**src/rtl/ppu_sched.sv**
```systemverilog
// ppu_sched: resyncs the PPU raster, selects its mode at frame boundaries and round-robins two byte requesters onto the PPU input.
// Latency: grant/strobe one cycle after arbitration, at most one byte per 3 cycles; requesters wait (req held) until their gnt pulse.
// Build option PPU_SCHED_LFSR_EN replaces requester 1 with an internal 8-bit Galois LFSR byte source.
module ppu_sched #(
    parameter int         LINE            = 799,
    parameter int         SCREEN          = 524,
    parameter int         FRAMES_PER_MODE = 120,
    parameter logic [7:0] MODE_MASK       = 8'h3F,
    parameter int         SYNC_CYCLES     = 2,
    parameter int         ACK_TIMEOUT     = 4
) (
    input  logic       clk,
    input  logic       rst,
    input  logic       start,
    input  logic       stop,
    input  logic       auto_en,
    input  logic [2:0] host_mode,
    input  logic       req0,
    input  logic [7:0] data0,
    output logic       gnt0,
    input  logic       req1,
    input  logic [7:0] data1,
    output logic       gnt1,
    output logic       ppu_sync,
    output logic [2:0] ppu_mode,
    output logic [7:0] ppu_data,
    output logic       ppu_stb,
    input  logic       ppu_ack,
    output logic       busy,
    output logic       err
);
    localparam int SXW = (LINE > 0) ? $clog2(LINE + 1) : 1;
    localparam int SYW = (SCREEN > 0) ? $clog2(SCREEN + 1) : 1;
    localparam int SCW = (SYNC_CYCLES > 1) ? $clog2(SYNC_CYCLES) : 1;
    localparam int WCW = (ACK_TIMEOUT > 1) ? $clog2(ACK_TIMEOUT) : 1;

    localparam logic [SXW-1:0] SX_LAST   = SXW'(LINE);
    localparam logic [SYW-1:0] SY_LAST   = SYW'(SCREEN);
    localparam logic [SCW-1:0] SYNC_LAST = SCW'(SYNC_CYCLES - 1);
    localparam logic [WCW-1:0] WAIT_LAST = WCW'(ACK_TIMEOUT - 1);
    localparam logic [7:0]     FPM_LAST  = 8'(FRAMES_PER_MODE - 1);

    function automatic logic [2:0] first_mode();
        logic [2:0] m;
        m = 3'd0;
        for (int i = 7; i >= 0; i--) begin
            if (MODE_MASK[i]) m = 3'(i);
        end
        return m;
    endfunction

    // Scans from the farthest offset down so the nearest enabled mode above cur wins.
    function automatic logic [2:0] next_mode(input logic [2:0] cur);
        logic [2:0] m;
        logic [2:0] cand;
        m = cur;
        for (int i = 7; i >= 1; i--) begin
            cand = cur + 3'(i);
            if (MODE_MASK[cand]) m = cand;
        end
        return m;
    endfunction

    localparam logic [2:0] MODE_FIRST = first_mode();

    typedef enum logic [1:0] {ST_IDLE, ST_SYNC, ST_RUN} state_t;
    typedef enum logic [1:0] {XS_ARB, XS_XFER, XS_WAIT} xstate_t;

    state_t         state;
    xstate_t        xs;
    logic [SXW-1:0] sx;
    logic [SYW-1:0] sy;
    logic [7:0]     fcnt;
    logic [SCW-1:0] sync_cnt;
    logic [WCW-1:0] wait_cnt;
    logic           last1;
    logic           req1_eff;
    logic [7:0]     data1_eff;
    logic           pick1;

`ifdef PPU_SCHED_LFSR_EN
    logic [7:0] lfsr;
    logic       unused_req1;
    logic       lfsr_step;

    assign unused_req1 = ^{req1, data1};
    assign req1_eff    = 1'b1;
    assign data1_eff   = lfsr;
    assign lfsr_step   = (state == ST_RUN) && (xs == XS_ARB) && !stop && !start && pick1;

    // Advances on the same edge that registers the current value as the granted byte.
    always_ff @(posedge clk or negedge rst) begin
        if (!rst) begin
            lfsr <= 8'hA5;
        end else if (start && !stop) begin
            lfsr <= 8'hA5;
        end else if (lfsr_step) begin
            lfsr <= {1'b0, lfsr[7:1]} ^ (lfsr[0] ? 8'hB8 : 8'h00);
        end
    end
`else
    assign req1_eff  = req1;
    assign data1_eff = data1;
`endif

    assign pick1 = req1_eff && (!req0 || !last1);

    always_ff @(posedge clk or negedge rst) begin
        if (!rst) begin
            state    <= ST_IDLE;
            xs       <= XS_ARB;
            sx       <= '0;
            sy       <= '0;
            fcnt     <= 8'd0;
            sync_cnt <= '0;
            wait_cnt <= '0;
            last1    <= 1'b1;
            gnt0     <= 1'b0;
            gnt1     <= 1'b0;
            ppu_sync <= 1'b0;
            ppu_mode <= MODE_FIRST;
            ppu_data <= 8'd0;
            ppu_stb  <= 1'b0;
            busy     <= 1'b0;
            err      <= 1'b0;
        end else begin
            gnt0    <= 1'b0;
            gnt1    <= 1'b0;
            ppu_stb <= 1'b0;
            if (stop) begin
                state    <= ST_IDLE;
                xs       <= XS_ARB;
                busy     <= 1'b0;
                ppu_sync <= 1'b0;
            end else if (start) begin
                state    <= ST_SYNC;
                xs       <= XS_ARB;
                busy     <= 1'b1;
                ppu_sync <= 1'b1;
                sync_cnt <= '0;
                sx       <= '0;
                sy       <= '0;
                fcnt     <= 8'd0;
                err      <= 1'b0;
            end else begin
                case (state)
                    ST_SYNC: begin
                        sx   <= '0;
                        sy   <= '0;
                        fcnt <= 8'd0;
                        err  <= 1'b0;
                        xs   <= XS_ARB;
                        if (sync_cnt == SYNC_LAST) begin
                            state    <= ST_RUN;
                            ppu_sync <= 1'b0;
                        end else begin
                            sync_cnt <= sync_cnt + 1'b1;
                        end
                    end
                    ST_RUN: begin
                        if (sx == SX_LAST) begin
                            sx <= '0;
                            sy <= (sy == SY_LAST) ? '0 : sy + 1'b1;
                        end else begin
                            sx <= sx + 1'b1;
                        end
                        // Mode only moves on the last pixel of a frame.
                        if (sx == SX_LAST && sy == SY_LAST) begin
                            if (auto_en) begin
                                if (fcnt == FPM_LAST) begin
                                    fcnt     <= 8'd0;
                                    ppu_mode <= next_mode(ppu_mode);
                                end else begin
                                    fcnt <= fcnt + 8'd1;
                                end
                            end else begin
                                ppu_mode <= host_mode;
                                fcnt     <= 8'd0;
                            end
                        end
                        case (xs)
                            XS_ARB: begin
                                if (req0 || req1_eff) begin
                                    xs      <= XS_XFER;
                                    ppu_stb <= 1'b1;
                                    last1   <= pick1;
                                    if (pick1) begin
                                        ppu_data <= data1_eff;
                                        gnt1     <= 1'b1;
                                    end else begin
                                        ppu_data <= data0;
                                        gnt0     <= 1'b1;
                                    end
                                end
                            end
                            XS_XFER: begin
                                xs       <= XS_WAIT;
                                wait_cnt <= '0;
                            end
                            XS_WAIT: begin
                                if (ppu_ack) begin
                                    xs <= XS_ARB;
                                end else if (wait_cnt == WAIT_LAST) begin
                                    err <= 1'b1;
                                    xs  <= XS_ARB;
                                end else begin
                                    wait_cnt <= wait_cnt + 1'b1;
                                end
                            end
                            default: xs <= XS_ARB;
                        endcase
                    end
                    default: begin
                        xs <= XS_ARB;
                    end
                endcase
            end
        end
    end
endmodule

```
**config.mk**
```make
export PLATFORM = sky130hd
export DESIGN_NAME = ppu_sched
export DESIGN_NICKNAME = d
export VERILOG_FILES = /design/src/rtl/ppu_sched.sv
export SDC_FILE = /design/constraint.sdc
export NUM_CORES = 1
export LEC_CHECK = 0
export ABC_AREA = 1
export CAP_MARGIN = 20
export CORE_ASPECT_RATIO = 1.1
export CORE_UTILIZATION = 55
export DETAILED_ROUTE_END_ITERATION = 6
export GPL_ROUTABILITY_DRIVEN = 1
export GPL_TIMING_DRIVEN = 1
export PLACE_DENSITY = 0.81
export SLEW_MARGIN = 20
export SYNTH_ARGS = -nofsm -noshare
export SYNTH_HDL_FRONTEND = slang
export SYNTH_SLANG_ARGS = --single-unit
```
**constraint.sdc**
```tcl
create_clock -name clk -period 2.1 [get_ports clk]
set_input_delay 0.42 -clock clk [delete_from_list [all_inputs] [get_ports clk]]
set_output_delay 0.42 -clock clk [all_outputs]
set_load 0.1 [all_outputs]
```
---- Word level (Yosys, flattened, before mapping) ----
Memory sizes are Yosys's and may differ from the RTL's.
Cells that the tools add are included.
cells by class
  equal/unequal tests ..................... 19
  mux-type cells .......................... 74
  add/sub/neg operators ................... 12
  reduce and logical (&&, ||, !) cells .... 23
  bitwise gates (word level) .............. 2
  order comparisons ....................... 7
operators with widths
  cell                                                count
  2-to-1 mux 10 bit                                   5
  2-to-1 mux 8 bit                                    5
  one-hot mux 10 bit (2 select lines)                 2
  2-to-1 mux 1 bit                                    37
  < comparator 3 x 4 -> 1 bit, second input constant  7
  2-to-1 mux 3 bit                                    9
  2-to-1 mux 2 bit                                    12
  adder 10 x 1 -> 10 bit, second input constant       2
  == test 10 bit, second input constant               2
  one-hot mux 8 bit (2 select lines)                  1
  != test 3 bit, second input constant                5
  adder 3 bit, second input constant                  4
  AND reduction 6 bit                                 2
  AND reduction 5 bit                                 2
  nonzero test 3 bit                                  3
  adder 8 x 1 -> 8 bit, second input constant         1
  == test 8 x 7 -> 1 bit, second input constant       1
  != test 8 x 1 -> 1 bit, second input constant       1
  AND reduction 2 bit                                 4
  adder 3 x 2 -> 3 bit, second input constant         2
  == test 2 bit, second input constant                3
  != test 6 bit, second input constant                1
  one-hot mux 2 bit (3 select lines)                  1
  AND reduction 3 bit                                 2
  other kinds (15)                                    23
storage, ports and cells
  logic and storage cells ................. 160
  ROM bits ................................ 56
  memories ................................ 7
  output and inout bits ................... 17
  bits of input ports ..................... 27
  flip-flop bits (word level) ............. 53
memories
  name             words  width  rd ports  clocked after Yosys merged registers in  write ports  RTL line  source
  (no name shown)  8      1      1         0                                        0            59        if (MODE_MASK[cand]) m = cand;
  (no name shown)  8      1      1         0                                        0            59
  (no name shown)  8      1      1         0                                        0            59
  (no name shown)  8      1      1         0                                        0            59
  (no name shown)  8      1      1         0                                        0            59
  (no name shown)  8      1      1         0                                        0            59
  +1 memories      -      -      -         -                                        -            -

---- Depth between registers and ports, before layout ----
Gate-level depths: netlist (run 1).
  depth after elaboration ................. 12
  mapped depth ............................ 11

---- Worst setup path after synthesis (run 1) ----
OpenSTA, ideal clock, no wires.
  kind .................................... flip-flop to flip-flop
  start point ............................. register ppu_mode[1]
  end point ............................... register ppu_mode[2]
  arrival time ............................ 1.993 ns
  slack ................................... -0.006 ns
  clock period less this slack ............ 2.106 ns
  stages on the path, launching flop included .. 10
  required time ........................... 1.987 ns
  library setup time ...................... 0.113 ns
  cell sequence ........................... dfrtp_1 -> inv_1 -> ha_1 -> inv_1 -> a21oi_1 -> nand2_1 -> a21boi_0 -> nand3_1 -> nand2_1 -> inv_1
on the way
  word-level cells in the longest chain between the ends .. 11
RTL lines
  item                                    RTL line  source
  start, declared                         25        output logic [2:0] ppu_mode,
  start signal, assigned                  172       ppu_mode <= next_mode(ppu_mode);
  start signal, assigned                  177       ppu_mode <= host_mode;
  adder 3 bit                             58        cand = cur + 3'(i);
  memory (8 x 1 bit)                      -
  2-to-1 mux 1 bit (not written as such)  59
  2-to-1 mux 3 bit (6 in a row)           59
  2-to-1 mux 3 bit                        170       if (fcnt == FPM_LAST) begin
  2-to-1 mux 3 bit                        169       if (auto_en) begin
Several ways; a longest one is shown, not always the timed one. The select of a mux whose other input is x is not followed.
A chain may end at the register's enable or synchronous reset.

---- Worst setup path after layout (run 1) ----
  start point ............................. register sy[0]
  end point ............................... register ppu_mode[1]
on the way
  word-level cells in the longest chain between the ends .. 3
RTL lines
  item                           RTL line  source
  start, declared                72        logic [SYW-1:0] sy;
  start signal, assigned         163       sy <= (sy == SY_LAST) ? '0 : sy + 1'b1;
  == test 10 bit                 168       if (sx == SX_LAST && sy == SY_LAST) begin
  logical AND 1 bit              168
  AND reduction 6 bit (no line)  -
No other way between the ends.

==> flow_summary.yaml, run 1 <==
synthesis:
  muxShareOfSynthArea_pct: 0.3722
  synth_compound_area_share_pct: 9.843
  synth_common_cells: "nand2_1 (110), dfrtp_1 (51), inv_1 (46)"
  synthFlopType: "dfrtp_1"
  synth_fa_ha_area_share_pct: 3.722
  synth_fp_nets: 443
  synthTopCellsByArea: "dfrtp_1 (42%), nand2_1 (14%), nand3_1 (6.5%)"
  ys_seq_elements: 52
  synth_cells: 407
  yosysMostFrequentCell: "nand2_1"
  synth_top_area_share_pct: 42.18
  yosys_warnings: 0
  synth_edf_count: 0
  syn_area_per_cell_sq_um: 7.433
  synth_top_family_by_area: "simple AND/OR/NAND/NOR gates"
  synth-xor-area-share_pct: 0.5790
  yosysSeqAreaShare_pct: 43.05
  synth_area_leader_cell: "dfrtp_1"
  netlist_area_sq_um: 3025
  synthArstFlopShare_pct: 100.0
  synth-simple-area-share_pct: 34.49
  yosysUniqueCellTypes: 34
sta:
  hold_viol: 0
  finalSetupTns_ns: 0
  fin_crit_sh_pct: 87.69
  worstMarginPinSlew_ns: 0.4257
  period_needed_ns: 1.841
  fmax_mhz: 543.1
  slew_violations: 0
  maxSlewHeadroom_pct: 71.32
  setup_viol: 0
  fin_worst_skew_ns: 0.01082
  rsz0062_at_grt: "false"
layout:
  insertedDiodeCount: 0
  syn_to_final_growth_pct: 21.13
  nets: 497
  drive_above_1_share_pct: 12.99
  final_cell_area_sq_um: 3665
cts:
  cts.sinks: 52
  clk_path_buf_depth: 2
  cts_tree: "built"
  htree_levels: 2
  root_buffer: "clkbuf_8"
  cts_hold_buf: 0
  clk_latency_ns: 0.31
  cts_buffers: 5
  post_cts_buffers: 0
  clk_pin_slew_ns: 0.09
  cts_resized: 0
floorplan:
  die_w_um: 72.72
  core_area_sq_um: 5135
  die_h_um: 79.79
  initial_utilization_pct: 58.92
  rows: 27
  dieArea_sq_um: 5802
  io_pins: 44
setup_path:
  path_class: "register to register"
  worst_path_max_delay_cell: "dfrtp_1"
  cp_top_family: "simple AND/OR/NAND/NOR gates"
  path_cells: "inv_1 -> ha_1 -> nand2_1 -> nor2_1 -> nand4_1 -> nor3_1 -> buf_4 -> nand2_1 -> nand2_1 -> o21ai_1"
  critPathRequiredTime_ns: 2.30
  worst_path_most_repeated_cell: "nand2_1"
  slowest_delay_ns: 0.42
  cp_max_fo: 4
  endpoint_kind: "register"
  worst_setup_path_start_kind: "register"
  arrival_ns: 2.04
  cp_num_buf_inv: 2
route:
  dr.pass1.iters: 5
  via_count: 2766
  first_iter_violations: 226
  routed_wirelength_mm: 6.501
  wl_per_cell_um: 12.17
  via_per_inst: 5.180
  drc: 0
  drtAntennaViolNets: 0
placed_design:
  hpwl_mm: 4.994
  place_area_sq_um: 3557
  io_buffers: 43
  place.gp.congestion: 0.8696
grt:
  grt_pass1_vias: 2553
  grt_first_pass_wirelength_mm: 11.39
  gr-total-overflow: 0
  antenna_found_initial: 0
  grt_max_degree: 36
  grtUsageTotal_pct: 25.14
run:
  maxCapViolations: 0
power_and_ir_drop:
  power_density_nw_per_um2: 674.3
  ir_drop_v: 0.0007704
  leakagePower_nw: 1.746
run_status:
  status: "completed"
worst_hold_path:
  hp-class: "input port to async pin"
[kinds of logic (layout without fill, tap and decap cells)]
family,after synthesis,after routing
compound gates,53,53
xor+xnor,2,2
fa+ha+maj,9,9
buf+inv,58,113
flops,52,52
mux,1,1
simple gates,232,232
[metal layers]
layer / share of wire (%) / wire, um / track usage [%]
met3: 5.3 / 345 / 4.545
met5: 0 / 0 / 0
met2: 47 / 3069 / 40.93
met1: 46 / 2998 / 34.16
met4: 1.3 / 87 / 7.451
[per-stage QoR]
stage                     setup WS, ns  hold WS [ns]  power [W]  cells  utilization, %
after CTS                       0.2674       0.04944   0.002494    534           71.37
after global routing          0.005387       0.06827   0.002586    534           71.37
after global placement         0.09856        0.3807   0.001800    526           69.27
after detailed placement       0.06204        0.3848   0.001815    526           69.27
after floorplan                0.09213        0.1244   0.001607    407               -
final                           0.2586       0.03370   0.002471    534           71.37
[final timing paths]
path / startpoint / end / slack (ns) / depth (start not counted)
max in group asynchronous: rst / last1 / 1.46 / 2
worst min-delay path: rst / sy[7] / 0.03 / 1
worst min register to register: busy / busy / 0.49 / 1
worst max register to register: sy[0] / ppu_mode[1] / 0.26 / 10
min in group clk: busy / busy / 0.49 / 1
worst max-delay path: sy[0] / ppu_mode[1] / 0.26 / 10
[report_power, final]
group	leakage (nW)	switching, W	total, W	internal, W
registers	0.703	0.0000569	0.00113	0.00107
clock network	0.0552	0.000321	0.000675	0.000354
logic	0.988	0.000489	0.000670	0.000181
[area by class of cell]
| class | instances | area [sq um] |
|---|---|---|
| multi-input combinational | 297 | 1483 |
| fill | 418 | 1470 |
| timing repair buffer | 53 | 483.0 |
| sequential | 52 | 1304 |
| tap | 72 | 90.09 |
| clock buffer | 6 | 72.57 |
| inverter | 52 | 197.7 |
| clock inverter | 2 | 35.03 |
[registers in the layout (all words and copies together) (netlist names), 2 cells and up]
name	count
wait_cnt	2
state	2
sy	10
xs	2
sx	10
ppu_data	8
fcnt	8
ppu_mode	3
[cell usage in the layout, fill, tap and decap left out, drive strengths merged, types with 2 or more instances in the layout]
master and instances:
buf 28, a31oi 2, nor2 50, xnor2 2, or2 2, clkdlybuf4s50 25, o21a 2, o21bai 3
nand3 41, clkbuf 6, nand4 17, a21oi 16, o21ai 27, ha 9, nor3 7, nand2 115
dfrtp 51, inv 52
(Power assumes the default switching activity.)
==> run 2: changes to the inputs <==
--- a/config.mk
+++ b/config.mk
@@ -8,11 +8,10 @@
 export ABC_AREA = 1
 export CAP_MARGIN = 20
 export CORE_ASPECT_RATIO = 1.1
-export CORE_UTILIZATION = 55
+export CORE_UTILIZATION = 40
 export DETAILED_ROUTE_END_ITERATION = 6
 export GPL_ROUTABILITY_DRIVEN = 1
 export GPL_TIMING_DRIVEN = 1
-export PLACE_DENSITY = 0.81
 export SLEW_MARGIN = 20
 export SYNTH_ARGS = -nofsm -noshare
 export SYNTH_HDL_FRONTEND = slang
==> constraint.sdc (replaced) <==
create_clock -name clk -period 2.1 [get_ports clk]
set_input_delay 0.42 -clock clk [delete_from_list [all_inputs] [get_ports clk]]
set_output_delay 0.42 -clock clk [all_outputs]
set_load 0.05 [all_outputs]
==> run 2 against run 1 <==
Against the previous run:
- worst setup slack worse by 0.18 ns
- via count shrank 1.3%
- clock-buffer cell count unchanged
- routed wire length increased by 2.1%
- critical path depth down 9
- first-iteration DRC count shrank 29%
- die area increased by 36%
- combinational power decreased by 24%
- critical endpoint is now ppu_mode[2]
- largest power group unchanged
==> flow_summary.yaml, run 2 (synthesis gave the netlist of run 1 again) <==
layout:
  multiInputGateArea_sq_um: 1483
  reg.largest.list: "sx (10), sy (10)"
  fill_cells: 709
  nets: 496
  insertedDiodeCount: 0
  syn_to_final_growth_pct: 22.33
  regArea_sq_um: 1303
  final_cell_area_sq_um: 3701
  drive_above_1_share_pct: 9.328
  final_cell_mix: "nand2_1 (110), dfrtp_1 (51), inv_1 (46)"
  final_common_cell: "nand2_1"
setup_path:
  rrSetupSlack_ns: 0.27
  worst_setup_path_start_kind: "register"
  path_cells: "clkdlybuf4s50_1"
  path_class: "register to output port"
  cp_top_family: "buffers and inverters"
  slowest_delay_ns: 0.84
  arrival_ns: 1.60
  critPathRequiredTime_ns: 1.68
  cp_num_buf_inv: 1
  worst_path_max_delay_cell: "clkdlybuf4s50_1"
  endpoint_kind: "output port"
  cp_max_fo: 6
route:
  routed_wirelength_mm: 6.636
  via_per_inst: 5.002
  dr.pass1.iters: 7
  drc: 0
  wl_per_cell_um: 12.15
  first_iter_violations: 160
  via_count: 2731
  drtAntennaViolNets: 0
cts:
  clk_pin_slew_ns: 0.10
  clk_path_buf_depth: 2
  cts_buffers: 5
  cts_hold_buf: 0
  root_buffer: "clkbuf_8"
  cts.sinks: 52
  cts_tree: "built"
  cts_resized: 0
  post_cts_buffers: 0
  clk_latency_ns: 0.30
  htree_levels: 2
placed_design:
  place_area_sq_um: 3580
  io_buffers: 43
  place.gp.congestion: 0.7934
  hpwl_mm: 5.110
sta:
  rsz0062_at_grt: "false"
  hold_viol: 0
  maxSlewHeadroom_pct: 63.83
  worstMarginPinSlew_ns: 0.5408
  finalSetupTns_ns: 0
  fmax_mhz: 493.8
  setup_viol: 0
  fin_crit_sh_pct: 96.42
  period_needed_ns: 2.025
  fin_worst_skew_ns: 0.008532
  slew_violations: 0
grt:
  grt_first_pass_wirelength_mm: 11.70
  grtUsageTotal_pct: 18.52
  antenna_found_initial: 0
  grt_max_degree: 23
  grt_pass1_vias: 2610
  gr-total-overflow: 0
floorplan:
  dieArea_sq_um: 7916
  io_pins: 44
  initial_utilization_pct: 42.21
  core_area_sq_um: 7167
  rows: 32
  die_h_um: 93.22
  die_w_um: 84.92
run_status:
  status: "completed"
run:
  maxCapViolations: 0
power_and_ir_drop:
  ir_drop_v: 0.0004270
  leakagePower_nw: 1.715
  power_density_nw_per_um2: 638.0
worst_hold_path:
  hp-class: "input port to async pin"
run 2: report_power, final:
| part | internal, W | switching, W | leakage (nW) | total (W) |
|---|---|---|---|---|
| clock | 0.000390 | 0.000338 | 0.0614 | 0.000728 |
| combinational | 0.000186 | 0.000325 | 0.949 | 0.000511 |
| sequential | 0.00107 | 0.0000534 | 0.705 | 0.00112 |
| total | 0.00165 | 0.000716 | 1.71 | 0.00236 |
run 2: stage by stage:
| step | hold WS (ns) | utilization (%) | instances | setup slack (ns) | total power (W) |
|---|---|---|---|---|---|
| floorplan | 0.1244 | - | 407 | 0.3515 | 0.001450 |
| global placement | 0.4022 | 49.95 | 538 | 0.1425 | 0.001655 |
| detailed placement | 0.4135 | 49.95 | 538 | 0.05905 | 0.001657 |
| CTS | 0.07344 | 51.64 | 546 | 0.06662 | 0.002399 |
| global route | 0.07709 | 51.64 | 546 | 0.003788 | 0.002501 |
| finish | 0.05866 | 51.64 | 546 | 0.07508 | 0.002361 |
run 2: layout make-up:
type / instances / share of cell area (%)
clock buffer: 6 / 2.231
clock inverter: 2 / 1.048
tap: 85 / 2.874
timing repair buffer: 52 / 13.25
inverter: 52 / 5.341
sequential: 52 / 35.19
multi-input combinational: 297 / 40.06
run 2: routing by layer:
metal,global-route usage [%],wire length [um],part of all wire [%],vias up
met5,0,0,0,-
met4,5.085,36,0.54,0
met3,4.766,371,5.6,2
met2,30.83,3051,46,68
met1,23.94,3177,48,1227
li1,-,-,-,1434
run 2: path summary, 6_finish.rpt:
kind                                   from           to  cells after the start
worst max register to register        sx[0]      fcnt[5]                      9
worst min-delay path                    rst      fcnt[0]                      1
worst min register to register        last1        last1                      2
max in group asynchronous               rst         gnt0                      2
worst max-delay path            ppu_mode[2]  ppu_mode[2]                      1
min in group clk                      last1        last1                      2
==> run 3: changes to the inputs <==
--- a/config.mk
+++ b/config.mk
@@ -9,6 +9,7 @@
 export CAP_MARGIN = 20
 export CORE_ASPECT_RATIO = 1.1
 export CORE_UTILIZATION = 40
+export CTS_BUF_LIST = sky130_fd_sc_hd__clkbuf_8
 export DETAILED_ROUTE_END_ITERATION = 6
 export GPL_ROUTABILITY_DRIVEN = 1
 export GPL_TIMING_DRIVEN = 1
==> constraint.sdc (replaced) <==
create_clock -name clk -period 2.2 [get_ports clk]
set_input_delay 0.44 -clock clk [delete_from_list [all_inputs] [get_ports clk]]
set_output_delay 0.44 -clock clk [all_outputs]
set_load 0.05 [all_outputs]
==> run 3 against run 2 <==
Against the previous run:
- hold slack improved by 0.0059 ns
- sequential share of layout area up 0.17 points
- routed wire length rose by 0.57%
- cell count down 0.37%
- flip-flop and latch count did not move
==> flow_summary.yaml, run 3 (synthesis gave the netlist of run 1 again) <==
placed_design:
  hpwl_mm: 5.050
  io_buffers: 43
  place.gp.congestion: 0.9387
power_and_ir_drop:
  ir_drop_v: 0.0003017
  leakagePower_nw: 1.709
  power_density_nw_per_um2: 600.7
cts:
  cts_tree: "built"
  cts_hold_buf: 0
  clk_latency_ns: 0.31
  cts_resized: 0
  cts.sinks: 52
  htree_levels: 2
  cts_buffers: 5
  clk_pin_slew_ns: 0.10
  post_cts_buffers: 0
  clk_path_buf_depth: 2
  root_buffer: "clkbuf_8"
sta:
  setup_viol: 0
  rsz0062_at_grt: "false"
  hold_viol: 0
  finalSetupTns_ns: 0
  fin_worst_skew_ns: 0.007331
  maxSlewHeadroom_pct: 65.06
  period_needed_ns: 2.046
  slew_violations: 0
  fin_crit_sh_pct: 93.01
  fmax_mhz: 488.7
  worstMarginPinSlew_ns: 0.5225
setup_path:
  worst_path_max_delay_cell: "clkdlybuf4s50_1"
  cp_num_buf_inv: 1
  cp_top_family: "buffers and inverters"
  worst-path-stages: 1
  cp_max_fo: 6
  critPathRequiredTime_ns: 1.76
  path_cells: "clkdlybuf4s50_1"
  slowest_delay_ns: 0.84
  worst_setup_path_start_kind: "register"
  endpoint_kind: "output port"
  path_class: "register to output port"
  reg2regPathDepth: 9
  arrival_ns: 1.61
floorplan:
  die_h_um: 93.22
  io_pins: 44
  initial_utilization_pct: 42.21
  rows: 32
  die_w_um: 84.92
  dieArea_sq_um: 7916
  core_area_sq_um: 7167
grt:
  gr-total-overflow: 0
  grt_first_pass_wirelength_mm: 12.12
  antenna_found_initial: 0
  grt_max_degree: 34
  grtUsageTotal_pct: 19.27
  grt_pass1_vias: 2605
route:
  routed_wirelength_mm: 6.674
  wl_per_cell_um: 12.27
  highest_layer: "met4"
  first_iter_violations: 139
  wl_met2_mm: 3.069
  dr.pass1.iters: 6
  wl_met3_um: 275
  via_count: 2702
  drtAntennaViolNets: 0
  drc: 0
  via_per_inst: 4.967
  wl_met1_mm: 3.225
layout:
  final_common_cell: "nand2_1"
  final_util_pct: 51.40
  syn_to_final_growth_pct: 21.75
  nets: 494
  drive_above_1_share_pct: 8.497
  insertedDiodeCount: 0
  final_cell_mix: "nand2_1 (110), dfrtp_1 (51), inv_1 (48)"
  reg.largest.list: "sx (10), sy (10)"
worst_hold_path:
  hp-class: "input port to async pin"
run:
  maxCapViolations: 0
run_status:
  status: "completed"
run 3: cell types whose count changed in the layout (fill, tap and decap cells not counted):
cell,delta
buf_4,-3
inv_1,+2
buf_12,+1
clkbuf_8,-1
clkinv_4,-1
run 3: layer usage:
metal | track usage [%] | vias to the layer above
met5 | 0 | -
li1 | - | 1423
met4 | 6.638 | 0
met1 | 26.13 | 1207
met3 | 3.089 | 8
met2 | 31.37 | 64
run 3: final cells by class:
| cell class | count | area [sq um] |
|---|---|---|
| flip-flops and latches | 52 | 1303 |
| multi-input cells | 297 | 1483 |
| inverters | 52 | 197.7 |
| clock buffers | 5 | 68.82 |
| repair buffers | 50 | 488.0 |
| clock inverters | 3 | 37.54 |
| well taps | 85 | 106.4 |
| fillers | 703 | 3483 |
run 3: per-stage QoR:
step	setup WS, ns	cell area [sq um]	total power [W]	hold WS, ns	cells
after detailed placement	0.06667	3577	0.001578	0.4344	536
after global placement	0.1038	3577	0.001577	0.4214	536
after floorplan	0.4515	3025	0.001384	0.1444	407
final	0.1537	3684	0.002213	0.06461	544
after CTS	0.1436	3684	0.002241	0.08750	544
after global routing	0.06279	3684	0.002330	0.1223	544
run 3: path summary, 6_finish.rpt:
| kind | start | to | slack (ns) |
|---|---|---|---|
| hold reg to reg | sx[4] | sx[4] | 0.50 |
| min in group clk | sx[4] | sx[4] | 0.50 |
| setup / recovery | ppu_mode[2] | ppu_mode[2] | 0.15 |
| max in group asynchronous | rst | last1 | 1.52 |
| setup reg to reg | sx[0] | fcnt[5] | 0.40 |
| hold / removal | rst | sy[5] | 0.06 |
run 3: power breakdown:
| part | leakage (nW) | switching (W) | internal [W] | total [W] |
|---|---|---|---|---|
| clock | 0.0607 | 0.000323 | 0.000332 | 0.000655 |
| combinational | 0.944 | 0.000308 | 0.000178 | 0.000486 |
| sequential | 0.705 | 0.0000509 | 0.00102 | 0.00107 |
| total | 1.71 | 0.000682 | 0.00153 | 0.00221 |
